### src/rtl/glitch_seq_pkg.sv
// Shared types and helpers for the glitch test sequencer.
package glitch_seq_pkg;

    typedef enum logic [1:0] {
        IDLE   = 2'd0,
        SETTLE = 2'd1,
        SAMPLE = 2'd2,
        DONE   = 2'd3
    } state_t;

    localparam int unsigned NUM_VEC = 16;
    localparam int unsigned VEC_W   = 4;

    // Reflected binary (Gray) code of a vector index.
    function automatic logic [VEC_W-1:0] to_gray(input logic [VEC_W-1:0] idx);
        return idx ^ (idx >> 1);
    endfunction

endpackage

### src/rtl/glitch_monitor.sv
// Per-vector glitch monitor: counts x transitions inside each settle window
// (ignoring the first settle cycle, where the vector change itself may flip x)
// and flags a vector as glitchy when it saw two or more transitions.
// Only built when GLITCH_COUNT_EN is defined.
`ifdef GLITCH_COUNT_EN
module glitch_monitor (
    input  logic       clk,
    input  logic       rst_n,
    input  logic       i_clear,
    input  logic       i_settle,
    input  logic       i_first,
    input  logic       i_sample,
    input  logic       i_x,
    output logic [4:0] o_glitch_cnt
);

    logic       r_prev_x;
    logic [1:0] r_trans;
    logic [4:0] r_glitch_cnt;

    // Track x from the previous cycle for edge detection.
    always_ff @(posedge clk or negedge rst_n) begin
        if (!rst_n) r_prev_x <= 1'b0;
        else        r_prev_x <= i_x;
    end

    // Transition count for the current window, saturating at 2 (only >=2 matters).
    always_ff @(posedge clk or negedge rst_n) begin
        if (!rst_n) begin
            r_trans <= '0;
        end else if (i_clear) begin
            r_trans <= '0;
        end else if (i_settle) begin
            if (i_first)
                r_trans <= '0;
            else if ((i_x != r_prev_x) && (r_trans != 2'd2))
                r_trans <= r_trans + 2'd1;
        end
    end

    // Glitchy-vector count, bumped at SAMPLE, saturating at 16.
    always_ff @(posedge clk or negedge rst_n) begin
        if (!rst_n)
            r_glitch_cnt <= '0;
        else if (i_clear)
            r_glitch_cnt <= '0;
        else if (i_sample && (r_trans == 2'd2) && (r_glitch_cnt != 5'd16))
            r_glitch_cnt <= r_glitch_cnt + 5'd1;
    end

    assign o_glitch_cnt = r_glitch_cnt;

endmodule
`endif

### src/rtl/glitch_test_sequencer.sv
// Self-checking stimulus sequencer for a 4-input glitch circuit: walks all
// 16 vectors (binary or Gray order), holds each for SETTLE_CYCLES, samples x
// and compares it to a truth table captured at start.
// Optional feature macro: GLITCH_COUNT_EN adds the glitch_cnt port and monitor.
module glitch_test_sequencer
    import glitch_seq_pkg::*;
#(
    parameter int unsigned SETTLE_CYCLES = 4
) (
    input  logic             clk,
    input  logic             rst_n,
    input  logic             start,
    input  logic             gray_mode,
    input  logic [15:0]      exp_tt,
    input  logic             dut_x,
    output logic [VEC_W-1:0] dut_in,
    output logic             busy,
    output logic             done,
    output logic             pass,
    output logic [4:0]       err_cnt,
    output logic [VEC_W-1:0] err_vec
`ifdef GLITCH_COUNT_EN
    ,
    output logic [4:0]       glitch_cnt
`endif
);

    localparam int unsigned CNT_W = (SETTLE_CYCLES > 1) ? $clog2(SETTLE_CYCLES) : 1;
    localparam logic [CNT_W-1:0] SETTLE_LOAD = CNT_W'(SETTLE_CYCLES - 1);
    localparam logic [VEC_W-1:0] LAST_IDX    = VEC_W'(NUM_VEC - 1);

    state_t           r_state, w_state_nxt;
    logic [VEC_W-1:0] r_idx, w_idx_nxt;
    logic [CNT_W-1:0] r_cnt, w_cnt_nxt;
    logic             r_gray, w_gray_nxt;
    logic [15:0]      r_exp_tt, w_exp_nxt;
    logic [VEC_W-1:0] r_dut_in, w_dut_in_nxt;
    logic [4:0]       r_err_cnt, w_err_cnt_nxt;
    logic [VEC_W-1:0] r_err_vec, w_err_vec_nxt;
    logic             r_pass, w_pass_nxt;

    logic [VEC_W-1:0] w_vec_cur;
    logic [VEC_W-1:0] w_vec_nxt;
    logic             w_mismatch;

    assign w_vec_cur  = r_gray ? to_gray(r_idx) : r_idx;
    assign w_vec_nxt  = r_gray ? to_gray(r_idx + 1'b1) : (r_idx + 1'b1);
    assign w_mismatch = dut_x ^ r_exp_tt[w_vec_cur];

    // State and datapath registers.
    always_ff @(posedge clk or negedge rst_n) begin
        if (!rst_n) begin
            r_state   <= IDLE;
            r_idx     <= '0;
            r_cnt     <= '0;
            r_gray    <= 1'b0;
            r_exp_tt  <= '0;
            r_dut_in  <= '0;
            r_err_cnt <= '0;
            r_err_vec <= '0;
            r_pass    <= 1'b0;
        end else begin
            r_state   <= w_state_nxt;
            r_idx     <= w_idx_nxt;
            r_cnt     <= w_cnt_nxt;
            r_gray    <= w_gray_nxt;
            r_exp_tt  <= w_exp_nxt;
            r_dut_in  <= w_dut_in_nxt;
            r_err_cnt <= w_err_cnt_nxt;
            r_err_vec <= w_err_vec_nxt;
            r_pass    <= w_pass_nxt;
        end
    end

    // Next-state and datapath update; vectors are registered one edge ahead.
    always_comb begin
        w_state_nxt   = r_state;
        w_idx_nxt     = r_idx;
        w_cnt_nxt     = r_cnt;
        w_gray_nxt    = r_gray;
        w_exp_nxt     = r_exp_tt;
        w_dut_in_nxt  = r_dut_in;
        w_err_cnt_nxt = r_err_cnt;
        w_err_vec_nxt = r_err_vec;
        w_pass_nxt    = r_pass;
        case (r_state)
            IDLE: begin
                w_dut_in_nxt = '0;
                if (start) begin
                    w_gray_nxt    = gray_mode;
                    w_exp_nxt     = exp_tt;
                    w_idx_nxt     = '0;
                    w_dut_in_nxt  = '0;
                    w_err_cnt_nxt = '0;
                    w_err_vec_nxt = '0;
                    w_pass_nxt    = 1'b0;
                    w_cnt_nxt     = SETTLE_LOAD;
                    w_state_nxt   = SETTLE;
                end
            end
            SETTLE: begin
                if (r_cnt == '0) w_state_nxt = SAMPLE;
                else             w_cnt_nxt   = r_cnt - 1'b1;
            end
            SAMPLE: begin
                if (w_mismatch) begin
                    w_err_cnt_nxt = r_err_cnt + 5'd1;
                    if (r_err_cnt == '0) w_err_vec_nxt = w_vec_cur;
                end
                if (r_idx == LAST_IDX) begin
                    // pass is decided here so it is already valid while done is high
                    w_pass_nxt   = (r_err_cnt == '0) && !w_mismatch;
                    w_dut_in_nxt = '0;
                    w_state_nxt  = DONE;
                end else begin
                    w_idx_nxt    = r_idx + 1'b1;
                    w_dut_in_nxt = w_vec_nxt;
                    w_cnt_nxt    = SETTLE_LOAD;
                    w_state_nxt  = SETTLE;
                end
            end
            DONE: begin
                w_state_nxt = IDLE;
            end
            default: begin
                w_state_nxt = IDLE;
            end
        endcase
    end

    assign dut_in  = r_dut_in;
    assign busy    = (r_state != IDLE);
    assign done    = (r_state == DONE);
    assign pass    = r_pass;
    assign err_cnt = r_err_cnt;
    assign err_vec = r_err_vec;

`ifdef GLITCH_COUNT_EN
    logic w_start_acc;
    logic w_first_settle;

    assign w_start_acc    = (r_state == IDLE) && start;
    assign w_first_settle = (r_state == SETTLE) && (r_cnt == SETTLE_LOAD);

    glitch_monitor u_glitch_monitor (
        .clk          (clk),
        .rst_n        (rst_n),
        .i_clear      (w_start_acc),
        .i_settle     (r_state == SETTLE),
        .i_first      (w_first_settle),
        .i_sample     (r_state == SAMPLE),
        .i_x          (dut_x),
        .o_glitch_cnt (glitch_cnt)
    );
`else
    // No glitch monitor in this build.
`endif

endmodule

### config.mk
export PLATFORM = sky130hd
export DESIGN_NAME = glitch_test_sequencer
export DESIGN_NICKNAME = d
export VERILOG_FILES = /design/src/rtl/glitch_seq_pkg.sv /design/src/rtl/glitch_monitor.sv /design/src/rtl/glitch_test_sequencer.sv
export SDC_FILE = /design/constraint.sdc
export NUM_CORES = 1
export LEC_CHECK = 0
export CORE_MARGIN = 2
export CORE_UTILIZATION = 58
export CTS_BUF_LIST = sky130_fd_sc_hd__clkbuf_4 sky130_fd_sc_hd__clkbuf_8
export DETAILED_ROUTE_END_ITERATION = 12
export PLACE_DENSITY = 0.84
export SETUP_SLACK_MARGIN = 0.2
export SLEW_MARGIN = 20
export SYNTH_ARGS = -nofsm -noshare
export SYNTH_HDL_FRONTEND = slang
export SYNTH_SLANG_ARGS = --single-unit
### constraint.sdc
create_clock -name clk -period 5.17 [get_ports clk]
set_input_delay 1.551 -clock clk [delete_from_list [all_inputs] [get_ports clk]]
set_output_delay 1.551 -clock clk [all_outputs]
set_load 0.1 [all_outputs]
; After elaboration in Yosys (flattened, before gate mapping)
; Index checks and enable logic that the tools add are counted.
[word_totals]
word_cells = 68
register_bits = 39
in_bits = 21
[classes]
n_eq_ne = 11
n_addsub = 3
n_bitwise = 3
reduce_logical = 15
magnitude_cmp = 1
mux = 26
[ops]
columns = op, count
row1 = $mux W4, 7
row2 = $pmux W4 S2, 3
row3 = $ne A2 B2 Y1 const B, 7
row4 = $mux W2, 6
row5 = $mux W5, 2
row6 = $pmux W5 S2, 1
row7 = $reduce_and A3 Y1, 3
row8 = $pmux W2 S4, 1
row9 = $reduce_and A4 Y1, 2
row10 = $xor A4 B3 Y4, 2
row11 = $pmux W2 S3, 1
row12 = $add A5 B1 Y5 const B, 1
row13 = $logic_not A5 Y1, 1
row14 = $lt A4 B5 Y1 const B, 1
row15 = $add A4 B1 Y4 const B, 1
row16 = $bmux W1 S4, 1
row17 = $eq A2 B2 Y1 const B, 2
row18 = $eq A4 B4 Y1 const B, 1
row19 = $logic_not A2 Y1, 2
row20 = $reduce_and A2 Y1, 2
row21 = $reduce_bool A2 Y1, 2
row22 = $mux W1, 3
row23 = $reduce_bool A3 Y1, 1
row24 = $eq A2 B1 Y1 const B, 1
row25 = other kinds (5), 5

; Logic depth before layout (Yosys ltp)
[logic_depth]
depth_word = 9
ltp_mapped = 8
depth_no_buf = 8

; Worst setup path before layout
; No wires, ideal clock.
[synth_timing]
path_type = register to output
start = reg r_state[0]
end = out done
path_slack_ps = 2386
path_stages_with_launch = 3
arrival_time_ps = 1233
n_path_buf = 1
cell_sequence = dfrtp_1 -> buf_2 -> and2_1
[synth_via]
elab_chain_cells = 1
[synth_lines]
columns = element, line_no
row1 = from (decl), glitch_test_sequencer.sv:32  ; state_t r_state, w_state_nxt;
row2 = from (signal assigned), glitch_test_sequencer.sv:63  ; r_state <= w_state_nxt;
row3 = $eq A2 B2 Y1, glitch_test_sequencer.sv:133  ; assign done = (r_state == DONE);
row4 = to (decl), glitch_test_sequencer.sv:18  ; output logic done,
; No other way between the ends.

; Worst setup path in the final report
[layout_timing]
start = reg r_state[0]
end = out busy
[layout_via]
elab_chain_cells = 1
[layout_lines]
columns = element, line_no
row1 = $reduce_bool A2 Y1, glitch_test_sequencer.sv:132  ; assign busy = (r_state != IDLE);
row2 = to (decl), glitch_test_sequencer.sv:17  ; output logic busy,
; No other way between the ends.

==> results.ini <==
[clock_network]
cts_resized=0
cts_buffers=5
cts_tree=built
clock_latency_ns=0.36
cts_hold_buf=0
cts.root.buffer_cell=clkbuf_4
clock_sinks=39
clock_path_buffers=2
post_cts_buffers=0
htreeDepth=2
path_clk_slew_ns=0.12

[floorplanning]
io_pins=37
initial_core_util_pct=60.42
dieArea_um2=3993
fp.dieW_um=63.19
core_um2=3363
rows=21
die_y_um=63.19

[power]
irDropWorstVdd_mv=0.3714
p_clk_share_pct=17.2
power_mw=0.9468
internal_power_mw=0.5229
seqPwrFrac_pct=40.2
leakage_nw=1.099
power.switching_mw=0.4239
p_comb_share_pct=42.5
sw_frac_of_total_pct=44.77
powerDensity_nw_per_um2=382.8

[synthesis]
ys_seq_elements=39
ys_seq_area_share_pct=48.03
synthCells=178
yosysTopAreaCellShare_pct=48.03
ys_types=41
synth_flop_cell=dfrtp_1
synth.area.top_cells=dfrtp_1, mux2_2, mux2i_1, nand2_1, ha_1
syn_avg_cell_area_um2=11.42
yosysTopAreaCell=dfrtp_1
syn_nets=205
synth_edf_count=0
synthArstFlopShare_pct=100.0
yosysWarnings=0
syn_area_um2=2032

[routing]
dr_wl_met2_um=1942
wl_met1_um=1771
drc=0
wl_met3_um=210
highest_layer=met4
vias=1471
drt_iter0_drc=110
drt-total-wl_um=4007
postRouteAntennaNets=0
wire_per_inst_um=15.24
dr.pass1.iters=4
drt-vias-per-instance=5.593

[setup_path]
crit_type=flop to output pin
worstPathCellList=or2_2 > clkdlybuf4s50_1
arrival_ns=2.16
cp_slowest_cell=clkdlybuf4s50_1
critPathRequiredTime_ns=3.62
cp_slowest_stage_delay_ns=1.12
endpoint_kind=output pin
critPathLaunchType=flop
path_max_fanout=11

[job]
max_cap_violations=0

[layout]
diodes=0
drive_gt1_share_pct=18.43
syn_to_final_growth_pct=21.74
fin_util_pct=73.55
final_net_count=243

[global_route]
grt_antenna_before_repair=0
grt_max_degree=40
track_usage_pct=23.12
grt_pass1_wl_um=7148
grt-ovfl-total=0
first_global_vias=1517

[timing]
tightest_slew_ns=0.9756
hold_viol=0
whs_ns=0.5007
fin_setup_tns_ns=0
min_period_ns=3.716
fin_worst_skew_ns=0.01939
final.period_utilization_pct=71.88
fmax_ghz=0.2691
slew_viol_final=0
rsz0062_at_grt=false
setup_violations=0
slew-limit-headroom_pct=34.76

[placement]
dpl.hpwl_um=2983
gp_congestion=0.7781
io_buffers=36

[worst_hold_path]
hold_path_class=flop to flop

[status]
status=finished clean

-- worst max-delay path, delay by kind of cell (launching register included) --
kind | cells | cell delay (ns)
buffers and inverters | 1 | 1.12
DFF | 1 | 0.50
and+or+nand+nor | 1 | 0.17
-- sequential cells by signal (all words and copies together) (netlist names) --
| register | count |
|---|---|
| dut_in | 4 |
| err_vec | 4 |
| r_state | 2 |
| r_exp_tt | 16 |
| pass | 1 |
| r_idx | 4 |
| r_cnt | 2 |
| r_gray | 1 |
| err_cnt | 5 |
-- final timing paths --
check                           start          to  slack (ns)  cells after the start
hold / removal               r_cnt[0]    r_cnt[0]        0.50                      1
setup / recovery           r_state[0]        busy        1.45                      2
hold reg to reg              r_cnt[0]    r_cnt[0]        0.50                      1
setup reg to reg             r_idx[2]  err_cnt[2]        2.05                      8
min in group asynchronous       rst_n    r_cnt[1]        1.28                      1
max in group asynchronous       rst_n  err_vec[0]        3.34                      1
-- power by group through the flow --
stage	logic (mW)	registers (mW)	clock network [mW]
3_3_place_gp	0.397	0.382	0
6_report	0.403	0.381	0.163
2_1_floorplan	0.102	0.584	0
4_1_cts	0.406	0.381	0.165
5_1_grt	0.424	0.389	0.178
3_5_place_dp	0.406	0.387	0
-- per-stage QoR --
step | instances | worst slack (ns) | area [um2]
floorplan | 178 | 2.386 | 2032
global placement | 255 | 1.887 | 2416
detailed placement | 255 | 1.855 | 2416
CTS | 263 | 1.437 | 2474
global route | 263 | 1.325 | 2474
finish | 263 | 1.454 | 2474
-- final cells by class --
class                      instances  area (um2)
fill                             266       889.6
multi-input combinational        126       993.5
clock buffer                       7       52.55
timing repair buffer              37       362.8
clock inverter                     1       5.005
tap                               46       57.56
inverter                           7       26.28
sequential                        39       975.9
-- cell usage in the layout (no fill, tap or decap), types with 6 or more instances in the layout --
| cell | instances |
|---|---|
| clkbuf_4 | 7 |
| nand2_1 | 21 |
| xnor2_1 | 6 |
| dfrtp_1 | 39 |
| o21ai_0 | 8 |
| nor2_1 | 8 |
| inv_1 | 7 |
| nand3_1 | 6 |
| ha_1 | 6 |
| mux2_2 | 17 |
| clkdlybuf4s50_1 | 35 |
| mux2i_1 | 8 |
-- synthesized netlist by cell type (2+ instances only) --
master     count
mux2i_1        8
nor2b_1        2
mux2i_2        2
a21o_1         2
nand4b_1       2
o21ai_0        8
a32o_1         2
dfrtp_1       39
ha_1           6
nand4_1        2
nand2b_1       2
nor2_1         8
clkbuf_1       2
mux2_2        17
nand2_1       21
inv_1          7
nand3_1        6
o21bai_1       2
o22ai_1        4
xnor2_1        6
buf_2          2
and2_1         2
or3_2          2
o2bb2ai_1      4
a21oi_1        4
-- routing by layer --
| layer | up-vias | global-route usage, % |
|---|---|---|
| li1 | 706 | - |
| met1 | 715 | 31.38 |
| met2 | 42 | 35.90 |
| met3 | 8 | 4.643 |
| met4 | 0 | 10.87 |
| met5 | - | 0 |
-- logic make-up (layout without fill, tap and decap cells) --
logic type / after synthesis / in the layout / synth area share, %
multiplexers: 29 / 29 / 16.93
adder cells (fa/ha/maj): 6 / 6 / 3.694
AND/OR/NAND/NOR: 53 / 53 / 14.35
flip-flops: 39 / 39 / 48.03
XOR/XNOR: 7 / 7 / 3.387
AO/OA/AOI/OAI: 31 / 31 / 10.53
buffers and inverters: 13 / 52 / 3.079
No activity file was read; power rests on OpenSTA's default activity.
